File: src/rtl/kpn_pkg.sv
// Shared KPN definitions: process FSM states and the default channel token width.
package kpn_pkg;

  localparam int KPN_BITS_NUMBER = 16;

  typedef enum logic [2:0] {
    READ_1,
    LATCH_1,
    READ_2,
    LATCH_2,
    WRITE
  } kpn_proc_state_t;

endpackage

File: src/rtl/kpn_blocking_reader.sv
// Kahn blocking read for one input channel: pops when asked and the channel is
// non-empty, then captures the token the channel presents on the following cycle.
module kpn_blocking_reader
  import kpn_pkg::*;
#(
  parameter int BITS_NUMBER = KPN_BITS_NUMBER
) (
  input  logic                   clk,
  input  logic                   reset,
  input  logic                   request,
  input  logic                   capture,
  input  logic                   empty,
  input  logic [BITS_NUMBER-1:0] entry,
  output logic                   rd,
  output logic [BITS_NUMBER-1:0] token
);

  logic [BITS_NUMBER-1:0] held;

  always_ff @(posedge clk) begin
    if (reset) begin
      held <= '0;
    end else if (capture) begin
      held <= entry;
    end
  end

  assign rd = request & ~empty;

  // While capturing, expose the arriving token so the consumer can use it in the same cycle.
  assign token = capture ? entry : held;

endmodule

File: src/rtl/kpn_adder_process.sv
// KPN adder node: reads one token from channel 1, then one from channel 2, and writes
// their sum to the output channel. Define KPN_ADDER_SATURATE_EN for a saturating add.
module kpn_adder_process
  import kpn_pkg::*;
#(
  parameter int BITS_NUMBER = KPN_BITS_NUMBER,
  parameter int COUNT_BITS  = 16
) (
  input  logic                   clk,
  input  logic                   reset,
  input  logic                   empty_1,
  input  logic [BITS_NUMBER-1:0] entry_1,
  output logic                   rd_1,
  input  logic                   empty_2,
  input  logic [BITS_NUMBER-1:0] entry_2,
  output logic                   rd_2,
  input  logic                   full_out,
  output logic                   wr_out,
  output logic [BITS_NUMBER-1:0] output_1,
  output logic [COUNT_BITS-1:0]  tokens_done
);

  kpn_proc_state_t        state, next_state;
  logic [BITS_NUMBER-1:0] op_a, op_b, sum;

  kpn_blocking_reader #(.BITS_NUMBER(BITS_NUMBER)) reader_1 (
    .clk     (clk),
    .reset   (reset),
    .request (state == READ_1),
    .capture (state == LATCH_1),
    .empty   (empty_1),
    .entry   (entry_1),
    .rd      (rd_1),
    .token   (op_a)
  );

  kpn_blocking_reader #(.BITS_NUMBER(BITS_NUMBER)) reader_2 (
    .clk     (clk),
    .reset   (reset),
    .request (state == READ_2),
    .capture (state == LATCH_2),
    .empty   (empty_2),
    .entry   (entry_2),
    .rd      (rd_2),
    .token   (op_b)
  );

`ifdef KPN_ADDER_SATURATE_EN
  logic [BITS_NUMBER:0] wide_sum;

  always_comb begin
    wide_sum = {1'b0, op_a} + {1'b0, op_b};
    sum      = wide_sum[BITS_NUMBER] ? '1 : wide_sum[BITS_NUMBER-1:0];
  end
`else
  assign sum = op_a + op_b;
`endif

  always_ff @(posedge clk) begin
    if (reset) begin
      state       <= READ_1;
      output_1    <= '0;
      tokens_done <= '0;
    end else begin
      state <= next_state;
      if (state == LATCH_2) begin
        output_1 <= sum;
      end
      if (wr_out) begin
        tokens_done <= tokens_done + 1'b1;
      end
    end
  end

  always_comb begin
    next_state = state;
    wr_out     = 1'b0;
    case (state)
      READ_1:  if (rd_1) next_state = LATCH_1;
      LATCH_1: next_state = READ_2;
      READ_2:  if (rd_2) next_state = LATCH_2;
      LATCH_2: next_state = WRITE;
      WRITE: begin
        if (!full_out) begin
          wr_out     = 1'b1;
          next_state = READ_1;
        end
      end
      default: next_state = READ_1;
    endcase
  end

endmodule

File: config.mk
export PLATFORM = sky130hd
export DESIGN_NAME = kpn_adder_process
export DESIGN_NICKNAME = d
export VERILOG_FILES = /design/src/rtl/kpn_pkg.sv /design/src/rtl/kpn_blocking_reader.sv /design/src/rtl/kpn_adder_process.sv
export SDC_FILE = /design/constraint.sdc
export NUM_CORES = 1
export LEC_CHECK = 0
export CAP_MARGIN = 15
export CORE_MARGIN = 2
export CORE_UTILIZATION = 51
export CTS_CLUSTER_DIAMETER = 200
export DETAILED_ROUTE_END_ITERATION = 8
export MAX_ROUTING_LAYER = met4
export PLACE_DENSITY = 0.79
export REMOVE_ABC_BUFFERS = 1
export SETUP_SLACK_MARGIN = 0.5
export SKIP_CTS_REPAIR_TIMING = 1
export SYNTH_ARGS = -nofsm -noshare
export SYNTH_HDL_FRONTEND = slang
export SYNTH_SLANG_ARGS = --single-unit
File: constraint.sdc
create_clock -name clk -period 4.15 [get_ports clk]
set_clock_uncertainty 0.05 [all_clocks]
set_input_delay 0.83 -clock clk [delete_from_list [all_inputs] [get_ports clk]]
set_output_delay 0.83 -clock clk [all_outputs]
set_load 0.01 [all_outputs]
==> out/qor.txt, run 1 <==
P&R area growth vs syn: 28.6%
Final Non-Filler Cells: 521
worst endpoint required time: 4.38 ns
most frequent cells in the layout: clkdlybuf4s50_1, dfxtp_1, nand2_1, nor2_1, a21oi_1
Total Power: 1.42 mW
H-tree levels: 3
total clock sinks: 66
diodes inserted: 0
Critical Path, Cell by Cell: nor3b_4 > buf_4 > mux2_2 > ha_1 > o21ai_0 > o21bai_1 > a21oi_2 > o31ai_4 > a31oi_4 > o21bai_2 > a21oi_1 > or4_1 > nand3_1
critical path arrival: 3.68 ns
Combinational Power Share: 17.3%
final hold violations: 0
# rows: 29
CP top delay family: compound AO/OA/AOI/OAI gates
GPL Wtd Cong: 0.800
Startpoint Class: flop
port bufs: 71
first-pass GRT wire length: 12000 um
pre-CTS setup slack: 0.349 ns
syn avg cell area: 9.05 um2
GRT Overall Usage: 21.5%
FMAX: 290 MHz
fin. max-slew vios: 0
Avg WL per Cell: 14.0 um
Pint: 1.06 mW
post-synth top area cell: dfxtp_1
Syn Inst Count: 369
top-area cell type share of the netlist area: 39.6%
leakage: 1.82 nW
fill count: 517
Placed Cells: 503
fin nets: 492
Multi-input gate area: 0.00188 mm2
CTS tree: built
Placed Area: 0.00409 mm2
Register Area: 0.00133 mm2
clk_lat worst skew: 0.34 ns
CP max FO: 9
Cell Area, Synth: 0.00334 mm2
chip height: 84.9 um
Max-Cap Viols: 0
initial antenna violation count: 0
Hold Path Class: reg2reg
fin crit period: 3.45 ns
Critical Path Sink Type: flop
final setup margin: 0.700 ns
RSZ-0062 raised after global routing: no
Congestion Overflow GR: 0
NetSw: 0.366 mW
chip width: 84.9 um
post-route ant nets: 0
number of global-route vias before repair: 2695
core area: 0.00635 mm2
layout cells sized above 1: 11.0%
DR vias/cell: 5.33
die area: 0.00721 mm2
clock power share: 35.5%
CTS buffer count: 9
CTS root buffer: clkbuf_8
post-route clock period utilization: 83.1%
Rel. slew slack: 66.7%
type of the worst setup path: reg2reg
Post-route DRC: 0
CP peak stage delay: 0.40 ns
Worst IR Drop VDD: 0.203 mV
final core occ: 67.6%
IO Count: 72
post-DP HPWL: 5190 um
Power Density: 331 mW/mm2
drt pass-1 iters: 4
drt initial violations: 175
Final Instance Area: 0.00430 mm2
clk buf depth: 2
post-synthesis cell type count: 47
post-synthesis register bit count: 66
Flop pwr share: 47.1%
yosys warns: 0
most common cell after layout, fill and taps aside: clkdlybuf4s50_1
Buf/Inv on CP: 1
worst slew pin tran: 0.500 ns
via count: 2777
setup TNS: 0 ns
total routed wirelength: 7280 um
outcome: finished, final reports clean
clock-pin slew on the worst setup and hold paths: 0.07 ns
main area contributors after synthesis: dfxtp_1, ha_1, nand2_1
largest net degree at the start of global routing: 36
switching share of power: 25.7%
Starting Density: 52.6%
hold slack: 0.407 ns
Crit-path slowest cell: or4_1
# setup viols final: 0
Seq/Total Area, Yosys: 39.6%
area by class of cell:
type / count / share of cell area (%)
multi-input combinational: 271 / 43.8
sequential: 66 / 30.9
timing repair buffer: 79 / 17.9
clock buffer: 13 / 3.23
tap: 77 / 2.24
inverter: 12 / 1.05
clock inverter: 3 / 0.932
tightest hold or removal path, cell delays in order, from the launching register on:
cell and delay [ns]:
dfxtp_1 0.31, nand2_1 0.05, a21oi_1 0.05
final timing paths:
kind / slack (ns) / depth (start not counted) / startpoint / end
setup / recovery: 0.70 / 13 / state[1] / output_1[11]
hold / removal: 0.41 / 2 / output_1[4] / output_1[4]
setup reg to reg: 0.70 / 13 / state[1] / output_1[11]
hold reg to reg: 0.41 / 2 / output_1[4] / output_1[4]
routing by layer:
metal	vias up	wire length, um	track usage [%]	share of wire [%]
met1	1282	3360	26.4	46
met5	-	0	-	0
met2	65	3380	34.1	46
met3	16	377	4.38	5.2
li1	1414	-	-	-
met4	0	167	10.2	2.3
synthesized netlist by cell type, drive strengths merged:
cell / count
and3: 3
nand4: 8
nor4b: 6
or3: 4
nor3: 6
a21o: 5
or4: 1
fa: 1
inv: 12
mux2i: 12
o21a: 1
dfxtp: 66
nand2b: 2
a21oi: 31
nand3: 9
clkbuf: 14
buf: 6
xnor2: 17
ha: 15
nor4: 1
mux2: 10
a211oi: 6
a31oi: 4
o21bai: 3
and3b: 1
and2: 10
o31ai: 2
o31a: 1
nor3b: 1
o21ai: 10
xor2: 13
nor2: 34
nand3b: 3
nand2: 50
a41o: 1
cells by family after synthesis:
family                     after synthesis  share of synthesized area [%]
adders and majority gates               16                           6.22
and+or+nand+nor                        139                           20.6
AOI/OAI and AO/OA                       64                           12.5
xor gates and xnor gates                30                           8.31
DFF                                     66                           39.6
muxes                                   22                           8.20
buffers and inverters                   32                           4.61
flip-flops by register name, indices dropped and copies added (netlist names):
signal,flops
output_1,16
state,3
reader_1.held,16
tokens_done,16
reader_2.held,15
power by group through the flow:
stage	logic (mW)	clock network (mW)	registers, mW
floorplan	0.147	0	0.682
global placement	0.234	0	0.683
detailed placement	0.238	0	0.684
CTS	0.242	0.515	0.670
global route	0.269	0.544	0.673
finish	0.247	0.506	0.670
Power figures use the tool's default switching activity.
==> inputs of run 2 (changes only) <==
Settings changed: CORE_UTILIZATION 51 to 46, PLACE_DENSITY 0.79 to 0.75.
Clock period 4.15 ns to 3.12 ns, I/O delays scaled along.
==> run 2 against run 1 <==
Maximum frequency rose by 13%. Total power increased by 43%. Count of clock-buffer cells in the layout did not move. Critical endpoint unchanged. Highest routed layer unchanged.
==> out/qor.txt, run 2 (synthesis gave the netlist of run 1 again) <==
# rows: 31 (+6.9%)
FMAX: 327 MHz (+13%)
CP max FO: 4 (-5)
most frequent cells in the layout: clkdlybuf4s50_1, dfxtp_1, nand2_1, buf_4, nor2_1
Starting Density: 46.8% (-5.8 points)
clk_lat worst skew: 0.34 ns (about the same)
H-tree levels: 3 (unchanged)
leakage: 2.00 nW (+10%)
Power Density: 432 mW/mm2 (+30%)
Placed Area: 0.00427 mm2 (+4.5%)
drt initial violations: 141 (-19%)
Worst IR Drop VDD: 0.217 mV (+7.1%)
reg2reg path depth: 14 (+1)
first-pass GRT wire length: 12200 um (+1.3%)
# setup viols final: 0 (unchanged)
Startpoint Class: flop
P&R area growth vs syn: 40.8%
setup TNS: 0 ns (unchanged)
Placed Cells: 546 (+8.5%)
Avg WL per Cell: 14.4 um (+2.7%)
biggest regs: output_1: 16 flops, reader_1.held: 16 flops, tokens_done: 16 flops
type of the worst setup path: reg2reg
Congestion Overflow GR: 0 (unchanged)
CTS tree: built
core area: 0.00714 mm2 (+12%)
die area: 0.00796 mm2 (+10%)
post-route clock period utilization: 98.1% (+15 points)
hold slack: 0.412 ns (+0.00410 ns)
Hold Path Class: reg2reg
Final Non-Filler Cells: 570 (+9.4%)
clk buf depth: 2 (unchanged)
crit path to: output_1[11]
CTS buffer count: 9 (unchanged)
diodes inserted: 0 (unchanged)
fill count: 598 (+16%)
initial antenna violation count: 0 (unchanged)
port bufs: 71 (unchanged)
post-DP HPWL: 5700 um (+9.9%)
worst endpoint required time: 3.35 ns (-1.03 ns)
post-route ant nets: 0 (unchanged)
total clock sinks: 66 (unchanged)
Final Instance Area: 0.00470 mm2 (+9.5%)
via count: 2954 (+6.4%)
R2R setup slack: 0.06 ns (-0.64 ns)
R2R Path End: output_1[11]
chip width: 89.2 um (+5.0%)
most common cell after layout, fill and taps aside: clkdlybuf4s50_1
Critical Path Sink Type: flop
critical path arrival: 3.29 ns (-0.39 ns)
fin nets: 520 (+5.7%)
GPL Wtd Cong: 0.835 (+4.4%)
Critical R2R Launch: state[1]
worst slew pin tran: 0.472 ns (-0.0279 ns)
Post-route DRC: 0 (unchanged)
layout cells sized above 1: 20.4% (+9.3 points)
outcome: finished, final reports clean
Total Power: 2.03 mW (+43%)
RSZ-0062 raised after global routing: yes
number of global-route vias before repair: 2666 (-1.1%)
Max-Cap Viols: 0 (unchanged)
GRT Overall Usage: 20.6% (-0.94 points)
chip height: 89.2 um (+5.0%)
fin crit period: 3.06 ns (-0.388 ns)
clock-pin slew on the worst setup and hold paths: 0.07 ns (about the same)
largest net degree at the start of global routing: 28 (-22%)
final hold violations: 0 (unchanged)
Rel. slew slack: 68.5% (+1.8 points)
IO Count: 72 (unchanged)
total routed wirelength: 8180 um (+12%)
CTS root buffer: clkbuf_8
DR vias/cell: 5.18 (-2.8%)
fin. max-slew vios: 0 (unchanged)
Critical Path Start: state[1]
drt pass-1 iters: 4 (unchanged)
[run 2: cell count changes in the layout (fill, tap and decap cells not counted), sizes merged]
cell           before  now
buf                 9   37
clkinv              2    1
dlymetal6s2s        0    1
clkdlybuf4s50      70   69
[run 2: cell type report]
cell class	instances	area [um2]	share of cell area, %
Clock buffer	13	169	3.59
Inverter	12	45.0	0.957
Clock inverter	2	35.0	0.745
Multi-Input combinational cell	271	2020	43.0
Sequential cell	66	1330	28.2
Tap cell	99	124	2.63
Timing Repair Buffer	107	982	20.9
[run 2: metrics by stage]
step                utilization [%]  setup slack [ns]
detailed placement             59.8            -0.317
CTS                            62.7            -0.185
floorplan                         -            -0.808
global placement               59.8            -0.281
finish                         65.9            0.0580
global route                   65.9           -0.0875
[run 2: worst min-delay path by stage]
| stage | from | end | slack [ns] | cells after the start |
|---|---|---|---|---|
| finish | output_1[1] | output_1[1] | 0.41 | 2 |
| global route | output_1[13] | output_1[13] | 0.44 | 2 |
| CTS | output_1[1] | output_1[1] | 0.41 | 2 |
| detailed placement | output_1[1] | output_1[1] | 0.40 | 2 |
| global placement | output_1[1] | output_1[1] | 0.40 | 2 |
| floorplan | reader_2.held[0] | reader_2.held[0] | 0.39 | 2 |
[run 2: worst max-delay path: stages, from the launching register on]
cell and delay [ns]:
dfxtp_2 0.34, nor3b_4 0.31, buf_6 0.16, buf_4 0.11, buf_4 0.13, mux2_4 0.32, ha_4 0.29, a21oi_1 0.07
buf_4 0.15, o31ai_4 0.23, a31oi_4 0.14, o21bai_2 0.15, a21oi_2 0.07, or4_1 0.40, nand3_1 0.08
[run 2: layer usage]
metal	track usage (%)	wire, um
met1	25.9	3680
met4	9.23	249
met3	4.06	286
met2	32.1	3970
met5	-	0
[run 2: where the power goes]
part | switching (mW) | total [mW] | internal, mW
clock | 0.315 | 0.745 | 0.430
sequential | 0.0118 | 0.883 | 0.871
combinational | 0.196 | 0.405 | 0.209
total | 0.522 | 2.03 | 1.51
==> inputs of run 3 (changes only) <==
Settings changed: CORE_UTILIZATION 46 to 51, PLACE_DENSITY 0.75 to 0.79.
Clock period 3.12 ns to 3.13 ns, I/O delays scaled along.
==> run 3 against run 2 <==
The flow now finishes with violations (setup timing). Worst setup slack lost 0.060 ns. Sequential power about the same. Worst hold slack gained 0.0018 ns. Die area decreased by 9.4%. Via count fell by 1.8%. Flip-flop and latch count stayed put. Combinational power down 2%. Clock power down 17%. First-iteration DRC count is 18% lower. Total power down 6.6%. Global-route usage increased by 1.5 points. Sequential share of layout area increased by 0.41 points. Critical path type unchanged. Highest routed layer unchanged.
==> out/qor.txt, run 3 (synthesis gave the netlist of run 1 again) <==
outcome: finished with violations
failing checks: setup timing
post-route clock period utilization: 100% (+1.9 points)
R2R setup slack: -0.002 ns (-0.06 ns)
Critical Path Sink Type: flop
DR vias/cell: 5.28 (+1.9%)
most common cell after layout, fill and taps aside: clkdlybuf4s50_1
FMAX: 319 MHz (-2.2%)
fin. max-slew vios: 0 (unchanged)
CTS buffer count: 9 (unchanged)
final setup margin: -0.00204 ns (-0.0600 ns)
worst endpoint required time: 3.35 ns (about the same)
# rows: 29 (-6.5%)
largest net degree at the start of global routing: 33 (+18%)
most frequent cells in the layout: clkdlybuf4s50_1, dfxtp_1, nand2_1, nor2_1, buf_4
fin nets: 520 (unchanged)
Multi-input gate area: 0.00200 mm2 (-1.1%)
hold slack: 0.413 ns (+0.00178 ns)
Rel. slew slack: 60.0% (-8.5 points)
chip height: 84.9 um (-4.8%)
hold depth: 2 (unchanged)
Post-route DRC: 0 (unchanged)
fin crit period: 3.13 ns (+0.0700 ns)
leakage: 1.95 nW (-2.7%)
Final Non-Filler Cells: 549 (-3.7%)
Max-Cap Viols: 0 (unchanged)
Total Power: 1.90 mW (-6.6%)
RSZ-0062 raised after global routing: yes
P&R area growth vs syn: 38.8%
Worst IR Drop VDD: 0.281 mV (+30%)
# setup viols final: 1 (+1)
reg2reg path depth: 15 (+1)
Starting Density: 52.6% (+5.8 points)
first-pass GRT wire length: 12400 um (+2.0%)
Congestion Overflow GR: 0 (unchanged)
drt pass-1 iters: 4 (unchanged)
final hold violations: 0 (unchanged)
total clock sinks: 66 (unchanged)
port bufs: 71 (unchanged)
critical path arrival: 3.35 ns (+0.06 ns)
hold path endpoint: reader_2.held[10]
GRT Overall Usage: 22.1% (+1.5 points)
H-tree levels: 3 (unchanged)
pre-CTS setup slack: -0.375 ns (-0.0584 ns)
clk_lat worst skew: 0.33 ns (about the same)
Hold Path Class: reg2reg
Placed Cells: 523 (-4.2%)
Startpoint Class: flop
die area: 0.00721 mm2 (-9.4%)
total routed wirelength: 8250 um (+0.75%)
CTS root buffer: clkbuf_8
clk buf depth: 2 (unchanged)
biggest regs: output_1: 16 flops, reader_1.held: 16 flops, tokens_done: 16 flops
type of the worst setup path: reg2reg
initial antenna violation count: 0 (unchanged)
Critical R2R Launch: state[1]
fill count: 463 (-23%)
hold path start: reader_2.held[10]
post-DP HPWL: 5580 um (-2.1%)
R2R Path End: output_1[11]
chip width: 84.9 um (-4.8%)
layout cells sized above 1: 20.6% (+0.17 points)
drt initial violations: 115 (-18%)
final core occ: 73.0% (+7.1 points)
post-route ant nets: 0 (unchanged)
Register Area: 0.00133 mm2 (unchanged)
diodes inserted: 0 (unchanged)
number of global-route vias before repair: 2766 (+3.8%)
CP max FO: 4 (unchanged)
Avg WL per Cell: 15.0 um (+4.6%)
core area: 0.00635 mm2 (-11%)
GPL Wtd Cong: 0.827 (-1.0%)
IO Count: 72 (unchanged)
CTS tree: built
via count: 2900 (-1.8%)
Power Density: 410 mW/mm2 (-5.2%)
worst slew pin tran: 0.600 ns (+0.128 ns)
clock-pin slew on the worst setup and hold paths: 0.07 ns (about the same)
==> run 3: worst max path at each step <==
stage,startpoint,endpoint,slack [ns]
2_1_floorplan,state[0],output_1[15],-0.80
3_3_place_gp,entry_1[0],output_1[14],-0.29
3_5_place_dp,entry_1[0],output_1[12],-0.38
4_1_cts,state[2],output_1[11],-0.19
5_1_grt,state[1],output_1[11],-0.11
6_report,state[1],output_1[11],-0.002
==> run 3: per-layer routing <==
| metal | vias up | GRT usage (%) | wire length, um |
|---|---|---|---|
| li1 | 1458 | - | - |
| met4 | 0 | 9.81 | 204 |
| met5 | - | - | 0 |
| met2 | 85 | 35.1 | 4080 |
| met3 | 19 | 3.21 | 411 |
| met1 | 1338 | 28.0 | 3550 |
==> run 3: critical path, cell delays in order, from the launching register on <==
cell and delay [ns]:
dfxtp_2 0.33, nor3b_4 0.19, buf_6 0.15, buf_6 0.11, mux2_4 0.33, ha_4 0.29, o21ai_2 0.06, o21bai_1 0.19
a21oi_1 0.11, buf_4 0.16, o31ai_4 0.22, a31oi_4 0.14, o21bai_2 0.16, a21oi_2 0.08, or4_1 0.42, nand3_1 0.08
==> run 3: final cells by class <==
class | count | area share [%]
Clock inverter | 3 | 0.324
Clock buffer | 13 | 3.21
Sequential cell | 66 | 28.6
Timing Repair Buffer | 107 | 21.6
Tap cell | 77 | 2.08
Inverter | 12 | 0.971
Multi-Input combinational cell | 271 | 43.2
==> run 3: stage by stage <==
step | setup TNS (ns) | instance area, um2
floorplan | -6.86 | 3230
global placement | -1.61 | 4250
detailed placement | -2.29 | 4250
CTS | -0.753 | 4410
global route | -0.127 | 4640
finish | -0.00204 | 4640
==> run 3: power breakdown <==
part	switching, mW	internal [mW]	total, mW
combinational	0.190	0.207	0.398
sequential	0.0121	0.869	0.881
clock	0.314	0.306	0.620
total	0.516	1.38	1.90
